[config.mk]
export PLATFORM = sky130hd
export DESIGN_NAME = vga_fb_arbiter
export DESIGN_NICKNAME = d
export VERILOG_FILES = /design/src/rtl/vga_fb_arbiter.sv
export SDC_FILE = /design/constraint.sdc
export NUM_CORES = 1
export LEC_CHECK = 0
export BUFFER_PORTS_ARGS = -buffer_cell sky130_fd_sc_hd__buf_2
export CAP_MARGIN = 0
export CELL_PAD_IN_SITES_DETAIL_PLACEMENT = 0
export CELL_PAD_IN_SITES_GLOBAL_PLACEMENT = 1
export CORE_ASPECT_RATIO = 0.9
export CORE_MARGIN = 2
export CORE_UTILIZATION = 43
export DETAILED_ROUTE_END_ITERATION = 7
export PLACE_DENSITY = 0.85
export SETUP_SLACK_MARGIN = 0.15
export SYNTH_ARGS = -nofsm -noshare
export SYNTH_HDL_FRONTEND = slang
export SYNTH_SLANG_ARGS = --single-unit
export TNS_END_PERCENT = 30
[constraint.sdc]
create_clock -name clock -period 2.34 [get_ports clock]
set_input_delay 0.585 -clock clock [delete_from_list [all_inputs] [get_ports clock]]
set_output_delay 0.585 -clock clock [all_outputs]
set_load 0.005 [all_outputs]
[src/rtl/vga_fb_arbiter.sv]
// ---------------------------------------------------------------------------
// vga_fb_arbiter
//
// Shares one single-port 160x120x8 frame-buffer RAM between VGA scan-out and
// a pixel writer, in the 25 MHz pixel-clock domain.
//
// Scan-out prefetches one RAM word per 4-pixel group, one group ahead of the
// beam. The word is shown for 4 pixels and 4 lines, giving 4x upscaling.
// Every RAM cycle that is not a read slot can be granted to the writer
// through a req/ack handshake.
//
// Ports
//   clock, reset        pixel clock; asynchronous active-high reset
//   next_x, next_y      coordinates of the next pixel, from vga_driver
//   color_out           RRRGGGBB pixel colour, to vga_driver color_in
//   frame_start         one-cycle pulse after the cycle with next = (0,0)
//   wr_req/wr_x/wr_y/   write request; held stable until wr_ack
//   wr_data
//   wr_ack              one-cycle grant pulse, coincident with mem_we
//   wr_err              sticky flag: an out-of-range write was granted
//   mem_addr/mem_we/    registered RAM port
//   mem_wdata
//   mem_rdata           RAM read data, valid after the edge that samples
//                       mem_addr
// ---------------------------------------------------------------------------
module vga_fb_arbiter #(
    parameter int WR_BLANK_ONLY = 0,
    parameter int H_VIS         = 640,
    parameter int V_VIS         = 480
) (
    input  logic        clock,
    input  logic        reset,
    input  logic [9:0]  next_x,
    input  logic [9:0]  next_y,
    output logic [7:0]  color_out,
    output logic        frame_start,
    input  logic        wr_req,
    input  logic [7:0]  wr_x,
    input  logic [6:0]  wr_y,
    input  logic [7:0]  wr_data,
    output logic        wr_ack,
    output logic        wr_err,
    output logic [14:0] mem_addr,
    output logic        mem_we,
    output logic [7:0]  mem_wdata,
    input  logic [7:0]  mem_rdata
);

    localparam int FB_W = H_VIS / 4;
    localparam int FB_H = V_VIS / 4;

    localparam logic [9:0] H_LIM  = 10'(H_VIS);
    localparam logic [9:0] V_LIM  = 10'(V_VIS);
    localparam logic [7:0] G_LAST = 8'(FB_W - 1);
    localparam logic [7:0] R_LAST = 8'(FB_H - 1);
    localparam logic [7:0] X_LIM  = 8'(FB_W);
    localparam logic [6:0] Y_LIM  = 7'(FB_H);

    // Row base address r*160 as shift-and-add.
    function automatic logic [14:0] row_base(input logic [7:0] r);
        row_base = {r, 7'b0} + {2'b0, r, 5'b0};
    endfunction

    logic        vis;
    logic        slot;
    logic        blank_ok;
    logic        wr_in_range;
    logic [7:0]  grp;
    logic [7:0]  row;
    logic [14:0] fetch_addr;
    logic [14:0] wr_addr;

    logic [14:0] addr_nxt;
    logic        we_nxt;
    logic [7:0]  wdata_nxt;
    logic        ack_nxt;
    logic        err_nxt;

    logic        vld_p0;
    logic        vld_p1;
    logic [7:0]  hold;

    assign grp         = next_x[9:2];
    assign row         = next_y[9:2];
    assign vis         = (next_x < H_LIM) && (next_y < V_LIM);
    assign slot        = vis && (next_x[1:0] == 2'd0);
    assign blank_ok    = (WR_BLANK_ONLY == 0) || !vis;
    assign wr_in_range = (wr_x < X_LIM) && (wr_y < Y_LIM);
    assign wr_addr     = row_base({1'b0, wr_y}) + {7'b0, wr_x};

    // Prefetch target: the group after the current one in raster order.
    // The last group of a line wraps to the first group of the next line,
    // which stays in the same RAM row until the 4-line band is finished.
    always_comb begin
        fetch_addr = '0;
        if (grp != G_LAST)
            fetch_addr = row_base(row) + {7'b0, grp} + 15'd1;
        else if (next_y[1:0] != 2'd3)
            fetch_addr = row_base(row);
        else if (row != R_LAST)
            fetch_addr = row_base(row + 8'd1);
        else
            fetch_addr = '0;
    end

    // Port arbitration: the read slot always wins; the writer gets any other
    // cycle, but never two in a row so each grant is a single ack pulse.
    always_comb begin
        addr_nxt  = mem_addr;
        we_nxt    = 1'b0;
        wdata_nxt = mem_wdata;
        ack_nxt   = 1'b0;
        err_nxt   = wr_err;
        if (slot) begin
            addr_nxt = fetch_addr;
        end else if (wr_req && !wr_ack && blank_ok) begin
            ack_nxt   = 1'b1;
            addr_nxt  = wr_addr;
            wdata_nxt = wr_data;
            if (wr_in_range)
                we_nxt = 1'b1;
            else
                err_nxt = 1'b1;
        end
    end

    always_ff @(posedge clock or posedge reset) begin
        if (reset) begin
            mem_addr    <= '0;
            mem_we      <= 1'b0;
            mem_wdata   <= '0;
            wr_ack      <= 1'b0;
            wr_err      <= 1'b0;
            frame_start <= 1'b0;
            vld_p0      <= 1'b0;
            vld_p1      <= 1'b0;
            hold        <= '0;
            color_out   <= '0;
        end else begin
            // p0: read address (or write) registered towards the RAM
            mem_addr    <= addr_nxt;
            mem_we      <= we_nxt;
            mem_wdata   <= wdata_nxt;
            wr_ack      <= ack_nxt;
            wr_err      <= err_nxt;
            frame_start <= (next_x == 10'd0) && (next_y == 10'd0);
            vld_p0      <= slot;
            // p1: RAM has sampled the address, data appears after this edge
            vld_p1      <= vld_p0;
            // p2: capture read data; it waits here until the next slot
            if (vld_p1)
                hold <= mem_rdata;
            if (slot)
                color_out <= hold;
        end
    end

endmodule

* Word-level counts from Yosys, hierarchy flattened
Index checks and enable logic that the tools add are counted.
** Cells by class
- Equality and inequality tests :: 3
- Multiplexer cells :: 10
- Bitwise operators :: 2
- Add/sub/neg operators :: 7
- Order comparisons :: 4
- Reductions and logical operators :: 12
** Operator list (count)
- $mux W15 :: 5
- $add A15 B13 Y15 :: 2
- $add A15 B8 Y15 :: 2
- $logic_not A10 Y1 :: 2
- $add A14 B12 Y15 :: 1
- $add A15 B1 Y15 const B :: 1
- $lt A10 B10 Y1 const B :: 1
- $lt A10 B9 Y1 const B :: 1
- $add A8 B1 Y8 const B :: 1
- $lt A8 B8 Y1 const B :: 1
- $ne A8 B7 Y1 const B :: 1
- $ne A8 B8 Y1 const B :: 1
- $lt A7 B7 Y1 const B :: 1
- $logic_and A1 B1 Y1 :: 5
- $mux W1 :: 5
- $reduce_and A3 Y1 :: 1
- $logic_not A2 Y1 :: 1
- $ne A2 B2 Y1 const B :: 1
- $not A1 Y1 :: 2
- $reduce_and A2 Y1 :: 1
- $reduce_bool A2 Y1 :: 1
- $logic_not A1 Y1 :: 1
** Storage, ports and cells
- Input bits :: 54
- Register bits after elaboration :: 45
- Word-level logic and storage cells :: 48
- Output and inout bits :: 35

* Depth between registers and ports, before layout
- Word-level depth :: 6
- Mapped depth :: 11
- Mapped depth without buffers :: 11

* Least setup slack after synthesis
Ideal clock, no wire load.
- Kind :: input to register
- Start :: input port wr_x[7]
- End :: register mem_addr[12]
- Setup slack :: -0.357 ns
- Stages on the path :: 9
- Data required time :: 2.246 ns
- Library setup time :: 0.094 ns
- Path buffers :: 0
- Data arrival time :: 2.603 ns
- Cells stage by stage :: fa_1 -> fa_1 -> a21o_1 -> a21oi_1 -> o21ai_0 -> and2_1 -> o21ai_0 -> o21ai_0 -> a211oi_1
** Between the ends
- Cells in the longest elaborated chain, start to end :: 3
** Ends and longest elaborated chain
- start: declaration :: line 38 : input logic [7:0] wr_x,
- $add A15 B8 Y15 :: line 89 : assign wr_addr = row_base({1'b0, wr_y}) + {7'b0, wr_x};
- $mux W15 :: line 116 : end else if (wr_req && !wr_ack && blank_ok) begin
- $mux W15 :: line 114 : if (slot) begin
- end signal: assignment :: line 141 : mem_addr <= addr_nxt;
- end: declaration :: line 43 : output logic [14:0] mem_addr,
Every way passes these cells. The select of a mux whose other input is x is not followed.
A chain may end at the register's enable or synchronous reset.

* Worst setup path after layout
- Start :: input port wr_y[0]
- End :: register mem_addr[12]
** Between the ends
- Cells in the longest elaborated chain, start to end :: 4
** Ends and longest elaborated chain
- start: declaration :: line 39 : input logic [6:0] wr_y,
- $add A14 B12 Y15 :: line 61 : row_base = {r, 7'b0} + {2'b0, r, 5'b0};
- $add A15 B8 Y15 :: line 89
- $mux W15 :: line 116
- $mux W15 :: line 114
Every way passes these cells. The select of a mux whose other input is x is not followed.

==> flow_results.org <==
** GRT
- The initial antenna violation count was 0.
- For this run the aggregate overflow at the end of global routing stands at 0.
- The first global-routing pass estimated 15.6 mm of wire.
- Maximum number of pins on one net before global-route repair :: 41
- For this run, the total global-route usage over all layers was measured as 22.2%.
- The number of global-route vias before repair is 3322.

** Run status
- Violations in the final reports :: negative setup slack
- The flow ran to the end, but the final reports show violations.

** Timing
- The worst path uses 111% of the clock period.
- Clock skew on the completed layout was measured at 0.0104 ns.
- Number of setup violations in the final report :: 5
- Number of slew-limit violations in the final report :: 0
- Timing would allow up to 385 MHz.
- After layout, the worst setup slack is -0.258 ns.
- Headroom to the max-slew limit came out at 44.6%.
- Final Hold Vio Count :: 0
- Final setup TNS :: -0.739 ns
- At the pin with the least slew margin, the transition time is 0.830 ns.
- Counting I/O delays and the setup requirement, the final critical path takes 2.60 ns.
- Setup repair after global routing could not meet its margin everywhere.

** Setup path
- The most numerous cell type found on the critical path is o21ai_1.
- The critical path is of the primary input to flop type.
- Data on the critical path is required at its endpoint by 2.56 ns.
- Kind of launch point of the worst setup path :: primary input
- In this design, the stage delay of the slowest critical-path cell is 0.49 ns.
- Along the worst path, the maximum fanout reaches 3.
- The slowest stage of the critical path belongs to the cell fa_1.
- Crit path arrival time :: 2.82 ns
- Critical path, cell by cell :: buf_8 > fa_1 > buf_4 > fa_2 > a21o_1 > a21oi_2 > o21ai_1 > and2_1 > o21ai_1 > o21ai_1 > a211oi_1
- Kind of capture point of the worst setup path :: flop

** Placement
- Routability-driven placement finished with a final weighted congestion of 0.883.
- Post-detailed-placement half-perimeter wirelength :: 7.73 mm
- Buffers placed on the I/O ports in this run total 88.

** Detailed routing
- Antenna viol nets, final :: 0
- Detailed-route via count :: 3555
- For this run, design rule violations remaining after detail routing come to 0.
- The first TritonRoute pass finished after 5 iterations.
- The routed design has 10.4 mm of wire.
- Dividing the detail-routed wire length by the instance count gives 16.2 um.
- In this run, the number of DRC markers left after iteration 0 of detailed routing was 234.
- Via count normalized by instance count :: 5.54

** Clock tree
- CTS Sinks :: 45
- Clock H-tree levels :: 2
- Inserted Clock Buffers :: 5
- CTS root buf :: clkbuf_8
- Clock latency on the worst-skew pair :: 0.30 ns
- TritonCTS built the clock tree.
- CTS Buffer Depth :: 2
- After clock tree synthesis, the clock-pin slew on the worst setup and hold paths is 0.10 ns.

** Die
- Placeable core region :: 7660 um^2
- Num ports :: 89
- The die covers 8740 um^2.
- Placement Rows :: 30
- Die X-Extent :: 98.3 um
- Initial Util :: 45.0%
- Height of the chip :: 88.9 um

** Logic synthesis
- Flip-flop cell with the highest count after synthesis :: dfrtp_1
- Synthesis warning total :: 0
- Share of synthesized flip-flops with an asynchronous set or reset :: 100%
- Sequential elements use 32.7% of the synthesized area.
- In this run, synthesis inferred 0 flip-flops with an integrated enable.
- Counting every instance in the synthesized netlist gives 373.
- Post-synthesis area per instance :: 9.23 um^2
- In this run, synthesis produced a sequential element count of 45.
- Net count of the mapped netlist :: 463
- Library cells used by synthesis :: 60
- Syn Std Cell Area :: 3440 um^2

** Layout
- At the end of the flow the core is filled with cells to 64.8%.
- Total inserted antenna cells :: 0
- Ratio of cells with drive above 1 in the final layout :: 45.2%
- Area added between synthesis and finish :: 44.1%
- The net count of the finished layout is 635.

** Pwr
- The worst-case IR drop observed on VDD is 0.296 mV.
- In this run the static leakage power is 0.00241 uW.
- Areal power density over the cells :: 543 nW/um^2

** Run
- Max-cap violations in this run came to 0.

** Hold path
- In this run the worst hold path is classified as flop to flop.
==> cells in the final DEF, fill, tap and decap left out, types with 6 or more instances in the layout <==
cell and count:
a31oi_1 12, o21ai_0 9, xnor2_1 17, xor2_1 6, nand3_1 10, buf_4 85, buf_2 84, ha_1 25
dfrtp_1 45, inv_1 7, o21ai_1 6, nor2_1 27, a21oi_2 6, nand2_1 58, a21o_1 8, mux2_2 15
o21bai_1 6, a21oi_1 9
==> flip-flops by register name, summed over array words and instances, names as in the netlist <==
| name | cells |
|---|---|
| color_out | 8 |
| frame_start | 1 |
| hold | 8 |
| mem_addr | 15 |
| mem_wdata | 8 |
| mem_we | 1 |
| vld_p0 | 1 |
| vld_p1 | 1 |
| wr_ack | 1 |
| wr_err | 1 |
==> cell usage after synthesis, types with 2 or more instances <==
cell,count,share of area [%]
nor3_1,3,0.44
inv_1,10,1.1
or3_1,2,0.36
ha_1,32,12
a31oi_1,12,2.2
fa_1,4,2.3
nand2b_1,3,0.55
a221oi_1,5,1.3
xor2_1,6,1.5
o21ai_0,17,2.5
a21oi_1,15,2.2
mux2_2,15,4.9
and3_1,2,0.36
nand3_1,11,1.6
a21o_1,8,1.7
o211ai_1,5,1.1
nor2_1,29,3.2
a311oi_1,3,0.76
o31a_1,2,0.51
and2_1,3,0.55
a221o_1,2,0.58
a211oi_1,4,0.87
o21bai_1,6,1.3
nand4_1,2,0.36
dfrtp_1,45,33
clkbuf_1,10,1.1
nor2b_1,5,0.91
nand2_1,61,6.7
xnor2_1,20,5.1
==> report_power, final <==
part	switching [uW]	internal, uW
combinational	567	610
clock	290	212
sequential	81.2	932
total	938	1750
==> critical path, delay by kind of cell <==
kind | cells | cell delay, ns
simple gates | 1 | 0.16
compound gates | 6 | 0.94
buf+inv | 2 | 0.26
fa+ha+maj | 2 | 0.87
==> cell families (layout without fill, tap and decap cells) <==
family,Yosys count,count (layout),share of synthesized area (%)
adders and majority gates,36,36,14.0
and+or+nand+nor,132,132,18.5
buffers and inverters,22,195,2.44
DFF,45,45,32.7
muxes,17,17,5.53
AOI/OAI and AO/OA,94,94,19.8
xor gates and xnor gates,27,27,7.09
==> per-layer routing <==
layer  wire length (um)  GRT usage, %  vias to the layer above
met3                601          2.92                       23
met5                  0             0                        -
met2               5090          38.4                      140
met4                180          4.73                        0
li1                   -             -                     1695
met1               4530          30.1                     1697
==> metrics by stage <==
stage	instance area (um^2)	setup slack, ns	hold slack [ns]	cells	total power (uW)
after detailed placement	4590	-0.589	0.346	629	2090
final	4960	-0.258	0.373	642	2690
after CTS	4740	-0.185	0.369	639	2620
after global placement	4590	-0.501	0.333	629	2060
after global routing	4960	-0.270	0.372	642	2850
after floorplan	3450	-0.306	0.331	373	1580
==> worst paths after layout <==
check                           cells after the start  startpoint  slack, ns           end
worst max-delay path                               11     wr_y[0]      -0.26  mem_addr[12]
worst min-delay path                                0      vld_p0       0.37        vld_p1
worst max register to register                      4      wr_ack       0.94   mem_addr[0]
worst min register to register                      0      vld_p0       0.37        vld_p1
max in group asynchronous                           3       reset       1.33  color_out[6]
min in group asynchronous                           2       reset       0.43  mem_addr[10]
==> repair_timing <==
item / 4_1_cts / 5_1_grt
resized for setup: 15 / 47
setup endpoints to repair: 6 / 13
pin swaps: 6 / 30
hold buffers: 0 / 0
setup buffers: 2 / 3
==> area by class of cell <==
type                    instances  area [um^2]
well taps                      96          120
multi-input cells             306         2430
clock inverters                 3         21.3
repair buffers                176         1150
fillers                       633         2700
clock buffers                   5         68.8
flip-flops and latches         45         1130
inverters                      11         45.0
Power figures use the tool's default switching activity.
